$ cat src/rtl/r_backward_fabric_if.sv
// rtl/r_backward_fabric_if.sv - valid/ready beat stream interface for r_backward_fabric
interface r_backward_fabric_if #(
  parameter int WIDTH = 14
);
  logic [WIDTH-1:0] data;
  logic             valid;
  logic             ready;

  modport master (output data, output valid, input ready);
  modport slave  (input data, input valid, output ready);
endinterface

$ cat src/rtl/r_backward_fabric.sv
// rtl/r_backward_fabric.sv - 1-to-2 beat router with registered outputs
// Optional input skid entry enabled by defining RBF_SKID_EN.
module r_backward_fabric #(
  parameter int WIDTH   = 14,
  parameter int SEL_BIT = 13
) (
  input  logic                  CLK,
  input  logic                  RESETn,
  r_backward_fabric_if.slave    up,
  r_backward_fabric_if.master   port0,
  r_backward_fabric_if.master   port1
);

  logic [WIDTH-1:0] data0_q;
  logic [WIDTH-1:0] data1_q;
  logic             full0_q;
  logic             full1_q;
  logic             avail0;
  logic             avail1;
  logic             load0;
  logic             load1;
  logic [WIDTH-1:0] load_data;

  // A register can take a beat when empty or when its current beat drains now.
  assign avail0 = !full0_q || port0.ready;
  assign avail1 = !full1_q || port1.ready;

  assign port0.data  = data0_q;
  assign port0.valid = full0_q;
  assign port1.data  = data1_q;
  assign port1.valid = full1_q;

`ifdef RBF_SKID_EN
  logic             skid_full_q;
  logic [WIDTH-1:0] skid_data_q;
  logic             skid_sel;
  logic             in_sel;
  logic             in_avail;
  logic             skid_drain;
  logic             in_direct;
  logic             in_to_skid;

  assign skid_sel   = skid_data_q[SEL_BIT];
  assign in_sel     = up.data[SEL_BIT];
  assign in_avail   = in_sel ? avail1 : avail0;
  assign skid_drain = skid_full_q && (skid_sel ? avail1 : avail0);
  // New input is only taken while the skid is empty, so the two sources never collide.
  assign in_direct  = !skid_full_q && up.valid && in_avail;
  assign in_to_skid = !skid_full_q && up.valid && !in_avail;
  assign load_data  = skid_full_q ? skid_data_q : up.data;
  assign load0      = (skid_drain && !skid_sel) || (in_direct && !in_sel);
  assign load1      = (skid_drain && skid_sel)  || (in_direct && in_sel);
  assign up.ready   = !skid_full_q;

  always_ff @(posedge CLK) begin
    if (!RESETn) begin
      skid_full_q <= 1'b0;
      skid_data_q <= '0;
    end else if (skid_drain) begin
      skid_full_q <= 1'b0;
    end else if (in_to_skid) begin
      skid_full_q <= 1'b1;
      skid_data_q <= up.data;
    end
  end
`else
  logic in_sel;
  logic in_avail;
  logic accept;

  assign in_sel    = up.data[SEL_BIT];
  assign in_avail  = in_sel ? avail1 : avail0;
  assign up.ready  = in_avail;
  assign accept    = up.valid && in_avail;
  assign load_data = up.data;
  assign load0     = accept && !in_sel;
  assign load1     = accept && in_sel;
`endif

  always_ff @(posedge CLK) begin
    if (!RESETn) begin
      full0_q <= 1'b0;
      data0_q <= '0;
    end else if (load0) begin
      full0_q <= 1'b1;
      data0_q <= load_data;
    end else if (port0.ready) begin
      full0_q <= 1'b0;
    end
  end

  always_ff @(posedge CLK) begin
    if (!RESETn) begin
      full1_q <= 1'b0;
      data1_q <= '0;
    end else if (load1) begin
      full1_q <= 1'b1;
      data1_q <= load_data;
    end else if (port1.ready) begin
      full1_q <= 1'b0;
    end
  end

endmodule
$ cat src/flat_wrapper.sv
// flat-port wrapper written by rule: the top's interface ports become plain ports
module r_backward_fabric_flat 
#(
  parameter int WIDTH   = 14,
  parameter int SEL_BIT = 13
)
  (CLK, RESETn, up_data, up_valid, up_ready, port0_data, port0_valid, port0_ready, port1_data, port1_valid, port1_ready);
  r_backward_fabric_if #(.WIDTH(WIDTH)) up_i ();
  r_backward_fabric_if #(.WIDTH(WIDTH)) port0_i ();
  r_backward_fabric_if #(.WIDTH(WIDTH)) port1_i ();
  input  logic CLK;
  input  logic RESETn;
  input wire logic [$bits(up_i.data)-1:0] up_data;
  input wire logic [$bits(up_i.valid)-1:0] up_valid;
  output wire logic [$bits(up_i.ready)-1:0] up_ready;
  output wire logic [$bits(port0_i.data)-1:0] port0_data;
  output wire logic [$bits(port0_i.valid)-1:0] port0_valid;
  input wire logic [$bits(port0_i.ready)-1:0] port0_ready;
  output wire logic [$bits(port1_i.data)-1:0] port1_data;
  output wire logic [$bits(port1_i.valid)-1:0] port1_valid;
  input wire logic [$bits(port1_i.ready)-1:0] port1_ready;
  assign up_i.data = up_data;
  assign up_i.valid = up_valid;
  assign up_ready = up_i.ready;
  assign port0_data = port0_i.data;
  assign port0_valid = port0_i.valid;
  assign port0_i.ready = port0_ready;
  assign port1_data = port1_i.data;
  assign port1_valid = port1_i.valid;
  assign port1_i.ready = port1_ready;
  r_backward_fabric #(.WIDTH(WIDTH), .SEL_BIT(SEL_BIT)) u_core (.CLK(CLK), .RESETn(RESETn), .up(up_i), .port0(port0_i), .port1(port1_i));
endmodule
$ cat config.mk
export PLATFORM = sky130hd
export DESIGN_NAME = r_backward_fabric_flat
export DESIGN_NICKNAME = d
export VERILOG_FILES = /design/src/rtl/r_backward_fabric_if.sv /design/src/rtl/r_backward_fabric.sv /design/src/flat_wrapper.sv
export SDC_FILE = /design/constraint.sdc
export NUM_CORES = 1
export LEC_CHECK = 0
export CORE_UTILIZATION = 41
export CTS_CLUSTER_DIAMETER = 60
export DETAILED_ROUTE_END_ITERATION = 7
export PLACE_DENSITY = 0.87
export SLEW_MARGIN = 20
export SYNTH_ARGS = -nofsm -noshare
export SYNTH_HDL_FRONTEND = slang
export SYNTH_SLANG_ARGS = --single-unit
$ cat constraint.sdc
create_clock -name CLK -period 1.15 [get_ports CLK]
set_input_delay 0.2875 -clock CLK [delete_from_list [all_inputs] [get_ports CLK]]
set_output_delay 0.2875 -clock CLK [all_outputs]
set_load 0.02 [all_outputs]
==> impl_metrics.ini, run 1 <==
[status]
status = complete, but fails checks
violations = setup timing

[sta]
finalCritPeriodShare_pct = 118.7
maxSlewViolCount = 0
setup_viol = 24
fin_ws_ns = -0.2151
rsz0062_at_grt = true
fin_skew_ns = 0.003276
hold_viol = 0
maxSlewHeadroom_pct = 84.90
fin_setup_tns_ns = -1.954
worst_slew_pin_slew_ns = 0.2255
fin_crit_ns = 1.365
max_freq_ghz = 0.7325

[placed_design]
place_area_mm2 = 0.001712
routabilityCongestion = 0.7327
dpl.hpwl_um = 1911
place_inst = 191
io_buffers = 49

[clock_network]
cts_tree = built
clockBufferDepth = 2
numCtsBuffers = 5
h-tree-depth = 2
clk_latency_ns = 0.31
clk_pin_slew_ns = 0.09
cts_sinks = 30
ctsRootBufferMaster = clkbuf_4
hold_buffers = 0

[power]
pwr-share-clk_pct = 33.4
intPower_uw = 1698
pwr-share-seq_pct = 49.6
power.leakage_uw = 0.0007610
power.switching_uw = 559.2
peakVddDrop_mv = 1.310
p_per_area_mw_per_mm2 = 1331
p_sw_share_pct = 24.78
combPwrFrac_pct = 17.0
finalPower_uw = 2257

[layout]
antenna_cells = 0
nets = 187
synthToLayoutAreaGrowth_pct = 44.61
design_area_mm2 = 0.001695
nFillCells = 227
drive_above_1_share_pct = 30.77
fin_cells = 200
fin_util_pct = 62.01

[synth]
synth.avg_cell_area_um2 = 10.28
synthCells = 114
synthAdderAreaFrac_pct = 0
synth_cell_type_count = 13
syn_area_mm2 = 0.001172
synth.area.top_cells = dfxtp_1 (51%), mux2i_1 (23%), nand2_1 (13%)
synth_top_family_by_area = multiplexers
yosysTopAreaCell = dfxtp_1
synth_nets = 133
ys_seq_area_share_pct = 51.23
synth_simple_gate_area_share_pct = 17.40
synth-xor-area-share_pct = 0
synth_seq_cells = 30
yosysWarningCount = 0
synth_top_area_share_pct = 51.23
synth_compound_area_share_pct = 1.921
synthMuxAreaShare_pct = 23.05

[detailed_routing]
drt_iter0_markers = 37
drt_pass1_iterations = 4
routed_wirelength_um = 2793
drtAntennaViolNets = 0
vias = 966
viasPerCell = 4.830
wl_per_cell_um = 13.97
drc = 0

[setup_path]
reg2regPathDepth = 5
crit_end = up_ready
r2r-start = u_core.port0.valid$_SDFFE_PN0P_
crit_type = flip-flop to output pin
startpoint = u_core.port1.valid$_SDFFE_PN0P_
r2r_end = u_core.port0.data[12]$_SDFFE_PN0P_
crit_fanout = 2
cp-start-kind = flip-flop
arrival_ns = 1.08
r2r_slack_ns = -0.14
required_ns = 0.86
endpoint_kind = output pin

[grt]
track_usage_pct = 18.95
first_global_vias = 916
antenna_found_initial = 0
grt_max_degree = 44
grt_overflow = 0
grt_first_pass_wirelength_um = 4478

[worst_hold_path]
min_path_type = flip-flop to flip-flop

[floorplanning]
rows = 19
die_h_um = 55.48
die_area_mm2 = 0.003077
start_util_pct = 42.88
boundaryPins = 50
core_area_mm2 = 0.002734
die_x_um = 55.48

[flow_run]
max_cap_viol_count = 0
## how the worst min path moves through the flow
stage	start	slack (ns)	cells after the start	to
2_1_floorplan	up_data[0]	0.45	2	u_core.port0.data[0]$_SDFFE_PN0P_
3_3_place_gp	u_core.port0.data[13]$_SDFFE_PN0P_	0.42	2	u_core.port0.data[13]$_SDFFE_PN0P_
3_5_place_dp	u_core.port0.data[13]$_SDFFE_PN0P_	0.43	2	u_core.port0.data[13]$_SDFFE_PN0P_
4_1_cts	u_core.port1.data[7]$_SDFFE_PN0P_	0.46	2	u_core.port1.data[7]$_SDFFE_PN0P_
5_1_grt	u_core.port1.data[8]$_SDFFE_PN0P_	0.47	2	u_core.port1.data[8]$_SDFFE_PN0P_
6_report	u_core.port1.data[7]$_SDFFE_PN0P_	0.46	2	u_core.port1.data[7]$_SDFFE_PN0P_
## through the flow
stage               setup slack (ns)  hold slack [ns]
floorplan                   0.003939           0.4520
detailed placement           -0.8487           0.4276
global placement             -0.7986           0.4175
CTS                          -0.2350           0.4624
global route                 -0.2721           0.4745
finish                       -0.2151           0.4593
## cells by family (layout without fill, tap and decap cells)
kind of cell / after synthesis / count (layout)
mux: 27 / 27
compound gates: 3 / 3
buf+inv: 8 / 63
flops: 30 / 30
simple gates: 46 / 46
## final cells by class
type	count	area, um2	share of cell area (%)
Sequential cell	30	604.3	35.65
Tap cell	31	38.79	2.288
Multi-Input combinational cell	76	505.5	29.82
Timing Repair Buffer	55	467.9	27.60
Clock buffer	8	78.83	4.649
## worst max-delay path: stages, from the launching register on
cell	delay, ns
dfxtp_2	0.33
nor2b_4	0.12
mux2i_2	0.15
buf_4	0.17
## registers in the layout, indices dropped and copies added, names as in the netlist
register / count
u_core.port0.data: 14
u_core.port0.valid: 1
u_core.port1.data: 14
u_core.port1.valid: 1
## synth_stat cells, drive strengths merged
cell type,number
o21a,3
nand2,41
nor3b,1
buf,7
dfxtp,30
clkbuf,1
nor2,2
nor2b,2
mux2i,27
## layer usage
metal	global-route usage, %	part of all wire [%]
met3	4.450	3.3
met2	32.70	54
met5	0	0
met1	22.02	41
met4	8.929	1.1
## cell usage in the layout (no fill, tap or decap)
cell / instances
nor2b_4: 2
buf_12: 3
clkdlybuf4s50_1: 15
dfxtp_2: 3
dfxtp_1: 27
nor2_4: 1
o21a_1: 3
nand2_1: 41
dlygate4sd2_1: 4
mux2i_2: 1
buf_2: 17
clkbuf_4: 5
clkbuf_8: 3
clkbuf_16: 1
nor2_1: 1
mux2i_1: 26
nor3b_2: 1
buf_4: 15
## what timing repair did
item                                    4_1_cts  5_1_grt
pin swaps                                     1        1
cloned                                        1        0
endpoints found under the setup margin       61       42
gates resized for setup                     126       15
buffers inserted                              0        1
## power by group through the flow
stage / Clock, uW / Combinational (uW) / Sequential (uW)
after floorplan: 0 / 148 / 1210
after global placement: 0 / 406 / 1140
after detailed placement: 0 / 417 / 1140
after CTS: 775 / 380 / 1120
after global routing: 819 / 407 / 1130
final: 754 / 383 / 1120
(Power assumes the default switching activity.)
==> inputs of run 2 (changes only) <==
--- a/config.mk
+++ b/config.mk
@@ -9,6 +9,7 @@
 export CTS_CLUSTER_DIAMETER = 60
 export DETAILED_ROUTE_END_ITERATION = 7
 export PLACE_DENSITY = 0.87
+export SKIP_LAST_GASP = 1
 export SLEW_MARGIN = 20
 export SYNTH_ARGS = -nofsm -noshare
 export SYNTH_HDL_FRONTEND = slang
==> results of run 2 <==
Final layout, timing and power as in run 1 (identical DEF).
